==> src/rtl/io_port_bridge.sv <==
// Bridges an external producer onto CPU input ports (one load per accept, stalled by CPU stores) and
// queues CPU stores to OUT_ADDR for an external consumer; stores arriving at a full queue are dropped and flagged.
module io_port_bridge #(
   parameter int         FIFO_DEPTH = 4,
   parameter logic [9:0] IN0_ADDR   = 10'h3F4,
   parameter logic [9:0] IN1_ADDR   = 10'h3F8,
   parameter logic [9:0] OUT_ADDR   = 10'h3FC,
   localparam int        PW         = $clog2(FIFO_DEPTH),
   localparam int        CW         = $clog2(FIFO_DEPTH + 1)
) (
   input  logic          clk,
   input  logic          rst,
   input  logic [9:0]    addr,
   input  logic          write_en,
   input  logic [31:0]   data_in,
   input  logic [31:0]   ext_in_data,
   input  logic          ext_in_sel,
   input  logic          ext_in_valid,
   output logic          ext_in_ready,
   output logic [31:0]   port_wdata,
   output logic          en_0,
   output logic          en_1,
   output logic [31:0]   ext_out_data,
   output logic          ext_out_valid,
   input  logic          ext_out_ready,
   output logic [CW-1:0] fifo_count,
   output logic          overflow
);

   typedef enum logic {IDLE = 1'b0, LOAD = 1'b1} state_e;

   state_e        state_q, state_d;
   logic [31:0]   wdata_q, wdata_d;
   logic          sel_q, sel_d;
   logic          in_accept;

   assign in_accept  = ext_in_valid & ext_in_ready;
   assign port_wdata = wdata_q;

   always_ff @(posedge clk or posedge rst) begin
      if (rst) begin
         state_q <= IDLE;
         wdata_q <= '0;
         sel_q   <= 1'b0;
      end else begin
         state_q <= state_d;
         wdata_q <= wdata_d;
         sel_q   <= sel_d;
      end
   end

   always_comb begin
      state_d = state_q;
      wdata_d = wdata_q;
      sel_d   = sel_q;
      case (state_q)
         IDLE: begin
            if (in_accept) begin
               state_d = LOAD;
               wdata_d = ext_in_data;
               sel_d   = ext_in_sel;
            end
         end
         LOAD: begin
            // Any CPU store owns the port-register write bus this cycle; retry next cycle.
            if (!write_en) begin
               state_d = IDLE;
            end
         end
         default: state_d = IDLE;
      endcase
   end

   always_comb begin
      ext_in_ready = 1'b0;
      en_0         = 1'b0;
      en_1         = 1'b0;
      case (state_q)
         IDLE: ext_in_ready = !rst;
         LOAD: begin
            en_0 = !write_en && !sel_q;
            en_1 = !write_en &&  sel_q;
         end
         default: ;
      endcase
   end

   logic [31:0]   mem_q [FIFO_DEPTH];
   logic [PW-1:0] wptr_q, rptr_q;
   logic [CW-1:0] count_q, count_d;
   logic          overflow_q;
   logic          in_port_hit, push_req, pop, full, push_acc, push_drop;

   // A store decoded as an input-port write never enters the queue, even if addresses are misconfigured to overlap.
   assign in_port_hit = (addr == IN0_ADDR) || (addr == IN1_ADDR);
   assign push_req    = write_en && (addr == OUT_ADDR) && !in_port_hit;
   assign full        = (count_q == CW'(FIFO_DEPTH));
   assign pop         = ext_out_valid && ext_out_ready;
   assign push_acc    = push_req && (!full || pop);
   assign push_drop   = push_req && full && !pop;

   always_comb begin
      count_d = count_q;
      case ({push_acc, pop})
         2'b10:   count_d = count_q + 1'b1;
         2'b01:   count_d = count_q - 1'b1;
         default: count_d = count_q;
      endcase
   end

   always_ff @(posedge clk or posedge rst) begin
      if (rst) begin
         wptr_q     <= '0;
         rptr_q     <= '0;
         count_q    <= '0;
         overflow_q <= 1'b0;
      end else begin
         count_q <= count_d;
         if (push_acc) begin
            wptr_q <= wptr_q + 1'b1;
         end
         if (pop) begin
            rptr_q <= rptr_q + 1'b1;
         end
         if (push_drop) begin
            overflow_q <= 1'b1;
         end
      end
   end

   always_ff @(posedge clk) begin
      if (push_acc) begin
         mem_q[wptr_q] <= data_in;
      end
   end

   assign ext_out_valid = (count_q != '0);
   assign ext_out_data  = mem_q[rptr_q];
   assign fifo_count    = count_q;
   assign overflow      = overflow_q;

endmodule

==> config.mk <==
export PLATFORM = sky130hd
export DESIGN_NAME = io_port_bridge
export DESIGN_NICKNAME = d
export VERILOG_FILES = /design/src/rtl/io_port_bridge.sv
export SDC_FILE = /design/constraint.sdc
export NUM_CORES = 1
export LEC_CHECK = 0
export ABC_CLOCK_PERIOD_IN_PS = 3700
export BUFFER_PORTS_ARGS = -buffer_cell sky130_fd_sc_hd__buf_2
export CAP_MARGIN = 20
export CORE_ASPECT_RATIO = 1.75
export CORE_MARGIN = 3
export CORE_UTILIZATION = 43
export CTS_BUF_LIST = sky130_fd_sc_hd__clkbuf_16
export DETAILED_ROUTE_END_ITERATION = 16
export MAX_ROUTING_LAYER = met4
export PLACE_DENSITY_LB_ADDON = 0.08
export SYNTH_ARGS = -nofsm -noshare
export SYNTH_HDL_FRONTEND = slang
export SYNTH_SLANG_ARGS = --single-unit
==> constraint.sdc <==
create_clock -name clk -period 3.7 [get_ports clk]
set_clock_uncertainty 0.2 [all_clocks]
set_input_delay 0.74 -clock clk [delete_from_list [all_inputs] [get_ports clk]]
set_output_delay 0.74 -clock clk [all_outputs]
set_load 0.1 [all_outputs]
==> metrics.txt <==
# TYPE chip_impl_metric gauge
chip_impl_metric{name="grt_usage",unit=""} 0.156
chip_impl_metric{name="maxCapViolations",unit=""} 0
chip_impl_metric{name="cts-buffers-inserted",unit=""} 17
chip_impl_metric{name="path_max_fanout",unit=""} 24
chip_impl_metric{name="worst-r2r-setup-slack",unit="ns"} 1.05
chip_impl_metric{name="drive_gt1_frac",unit=""} 0.564
chip_impl_metric{name="slew_headroom",unit=""} 0.519
chip_impl_info{name="worst_setup_path_start_kind",value="register"} 1
chip_impl_info{name="regToRegEndpoint",value="fifo_count[2]"} 1
chip_impl_metric{name="post_synth_cell_types",unit=""} 27
chip_impl_metric{name="post_layout_nonfiller_instances",unit=""} 651
chip_impl_metric{name="fin_nets",unit=""} 543
chip_impl_metric{name="final-setup-viol-count",unit=""} 0
chip_impl_metric{name="htreeDepth",unit=""} 4
chip_impl_metric{name="cts_repair_resize_count",unit=""} 0
chip_impl_metric{name="arrival",unit="ns"} 2.10
chip_impl_metric{name="syn_area",unit="um2"} 6370
chip_impl_metric{name="postSynthCellCount",unit=""} 288
chip_impl_metric{name="drt_initial_violations",unit=""} 135
chip_impl_info{name="regToRegStartpoint",value="fifo_count[0]"} 1
chip_impl_metric{name="vias_per_inst",unit=""} 5.05
chip_impl_metric{name="die-width",unit="um"} 98.0
chip_impl_metric{name="synthToLayoutAreaGrowth",unit="%"} 25.8
chip_impl_metric{name="vias",unit=""} 3288
chip_impl_info{name="crit_path_start",value="rptr_q[1]"} 1
chip_impl_metric{name="place.detailed.instances",unit=""} 618
chip_impl_metric{name="port_buffers",unit=""} 151
chip_impl_metric{name="floorplan.rows",unit=""} 58
chip_impl_metric{name="grt_remaining_overflow",unit=""} 0
chip_impl_metric{name="ys_warn_count",unit=""} 0
chip_impl_metric{name="synth.ff_latch_count",unit=""} 170
chip_impl_info{name="tritoncts",value="done"} 1
chip_impl_metric{name="routed_wirelength",unit="um"} 11800
chip_impl_info{name="grt_setup_unrepaired",value="no"} 1
chip_impl_metric{name="antenna_left",unit=""} 0
chip_impl_info{name="busiest_layer",value="met2"} 1
chip_impl_metric{name="ff2ff_path_depth",unit=""} 8
chip_impl_info{name="hold_path_class",value="input pin to async pin"} 1
chip_impl_metric{name="post-route-drc-count",unit=""} 0
chip_impl_metric{name="worst-endpoint-required",unit="ns"} 2.76
chip_impl_metric{name="dpl.hpwl",unit="um"} 8150
chip_impl_metric{name="syn-mean-instance-area",unit="um2"} 22.1
chip_impl_metric{name="grt_first_pass_wirelength",unit="um"} 19100
chip_impl_metric{name="first_global_vias",unit=""} 3691
chip_impl_metric{name="final.setup.tns",unit="ns"} 0
chip_impl_metric{name="nets_in_the_synthesized_netlist",unit=""} 374
chip_impl_info{name="timing.setup.critical_path_class",value="register to output pin"} 1
chip_impl_metric{name="detailed_place.area",unit="um2"} 7440
chip_impl_info{name="worstSetupEndpointType",value="output pin"} 1
chip_impl_metric{name="synth_edf_count",unit=""} 128
chip_impl_metric{name="timing.final.crit_share",unit=""} 0.822
chip_impl_metric{name="fmax",unit="MHz"} 329
chip_impl_metric{name="global_route.usage.met3",unit=""} 0.0394
chip_impl_metric{name="ios",unit=""} 152
chip_impl_metric{name="stdcell_area",unit="um2"} 8010
chip_impl_metric{name="slew_violations",unit=""} 0
chip_impl_metric{name="cts.sinks",unit=""} 170
chip_impl_metric{name="cts_post_setup_buffers_inserted",unit=""} 0
chip_impl_metric{name="worst_skew_pair.late_latency",unit="ns"} 0.41
chip_impl_metric{name="m1_gr_usage",unit=""} 0.172
chip_impl_metric{name="die-area",unit="um2"} 16400
chip_impl_metric{name="cts_buffer_depth",unit=""} 2
chip_impl_metric{name="die_h",unit="um"} 167
chip_impl_metric{name="starting_density_of_the_core",unit=""} 0.441
chip_impl_metric{name="floorplan.core_area",unit="um2"} 14400
chip_impl_metric{name="synth_async_sr_flop_share",unit=""} 0.247
chip_impl_metric{name="place.gp.congestion",unit=""} 0.713
chip_impl_metric{name="cts_hold_repair.buffers",unit=""} 0
chip_impl_metric{name="first_pass_iters",unit=""} 4
chip_impl_metric{name="yosysSeqAreaShare",unit=""} 0.769
chip_impl_info{name="run_status",value="finished clean"} 1
chip_impl_metric{name="met2_grt_util",unit=""} 0.271
chip_impl_metric{name="measured_slew_at_the_worst_slew_check_pin",unit="ns"} 0.717
chip_impl_metric{name="cts.clk_slew.worst_paths",unit="ns"} 0.07
chip_impl_metric{name="largest_net_degree_at_the_start_of_global_routing",unit=""} 25
chip_impl_metric{name="grt_antenna_before_repair",unit=""} 1
chip_impl_metric{name="finalCriticalPeriod",unit="ns"} 3.04
chip_impl_metric{name="route.detailed.wl_per_inst",unit="um"} 18.2
chip_impl_metric{name="finalHoldViolations",unit=""} 0
chip_impl_info{name="clk_root_buffer_cell",value="sky130_fd_sc_hd__clkbuf_16"} 1
chip_impl_info{name="primary_ff_master_synth",value="sky130_fd_sc_hd__edfxtp_1"} 1
stage by stage:
stage / util / hold WS (ns) / setup slack [ns]
floorplan: - / 0.281 / 0.297
global placement: 0.515 / 0.238 / 0.768
detailed placement: 0.515 / 0.251 / 0.691
CTS: 0.555 / 0.166 / 0.606
global route: 0.555 / 0.192 / 0.557
finish: 0.555 / 0.159 / 0.658
final cells by class:
class                   count  area (um2)
inverters                   6        22.5
multi-input cells         100        1410
diodes                      1        2.50
flip-flops and latches    170        4900
clock inverters            12        68.8
well taps                 180         225
repair buffers            162         888
fillers                  1141        6430
clock buffers              20         500
kinds of logic after synthesis:
logic type / count (synthesis) / share of synthesized area
and+or+nand+nor: 18 / 0.0189
muxes: 67 / 0.175
xor gates and xnor gates: 6 / 0.00825
adders and majority gates: 6 / 0.0130
buffers and inverters: 18 / 0.0120
DFF: 170 / 0.769
AOI/OAI and AO/OA: 3 / 0.00373
how the worst max path moves through the flow:
stage                     slack (ns)  cells past startpoint          endpoint
after floorplan                 0.30                      5    port_wdata[10]
after global placement          0.77                      9     fifo_count[2]
after detailed placement        0.69                      9     fifo_count[2]
after CTS                       0.61                      3   ext_out_data[6]
after global routing            0.56                      3  ext_out_data[20]
final                           0.66                      3   ext_out_data[6]
per-layer routing:
layer  vias up  part of all wire
met5         -                 0
met3        10             0.055
li1       1492                 -
met2       110              0.55
met4         0             0.014
met1      1676              0.38
placed cells by master (no fill, tap or decap), types with 2 or more instances in the layout:
| master | n |
|---|---|
| sky130_fd_sc_hd__a21o_1 | 2 |
| sky130_fd_sc_hd__and2_2 | 4 |
| sky130_fd_sc_hd__buf_12 | 4 |
| sky130_fd_sc_hd__buf_2 | 151 |
| sky130_fd_sc_hd__buf_4 | 7 |
| sky130_fd_sc_hd__clkbuf_16 | 20 |
| sky130_fd_sc_hd__clkinv_2 | 3 |
| sky130_fd_sc_hd__dfrtp_1 | 40 |
| sky130_fd_sc_hd__dfrtp_2 | 2 |
| sky130_fd_sc_hd__edfxtp_1 | 128 |
| sky130_fd_sc_hd__ha_1 | 5 |
| sky130_fd_sc_hd__inv_1 | 9 |
| sky130_fd_sc_hd__inv_4 | 2 |
| sky130_fd_sc_hd__inv_6 | 2 |
| sky130_fd_sc_hd__mux2_2 | 33 |
| sky130_fd_sc_hd__mux4_2 | 32 |
| sky130_fd_sc_hd__nand4_1 | 2 |
| sky130_fd_sc_hd__nor2_1 | 2 |
| sky130_fd_sc_hd__xnor2_1 | 3 |
| sky130_fd_sc_hd__xor2_1 | 3 |
cells in the mapped netlist, drive strengths merged (2+ instances only):
cell	number	area share
ha	5	0.0098
mux4	32	0.11
xnor2	3	0.0041
mux2	34	0.061
inv	6	0.0035
and2	5	0.0049
buf	7	0.0055
clkbuf	5	0.0029
nor2	2	0.0012
edfxtp	128	0.60
xor2	3	0.0041
dfrtp	42	0.17
nand4	2	0.0020
a21o	2	0.0024
critical path: stages, from the launching register on:
cell,delay (ns)
sky130_fd_sc_hd__dfrtp_2,0.80
sky130_fd_sc_hd__buf_4,0.29
sky130_fd_sc_hd__mux4_2,0.18
sky130_fd_sc_hd__buf_2,0.42
state kept, by name, indices dropped and copies added, names as in the netlist:
name	cells
overflow	1
port_wdata	32
rptr_q	2
fifo_count	3
mem_q	128
sel_q	1
state_q	1
wptr_q	2
Power is left out: the tool's default activity adds up to more than one toggle a clock period on the data nets, which glitch-free logic cannot reach.
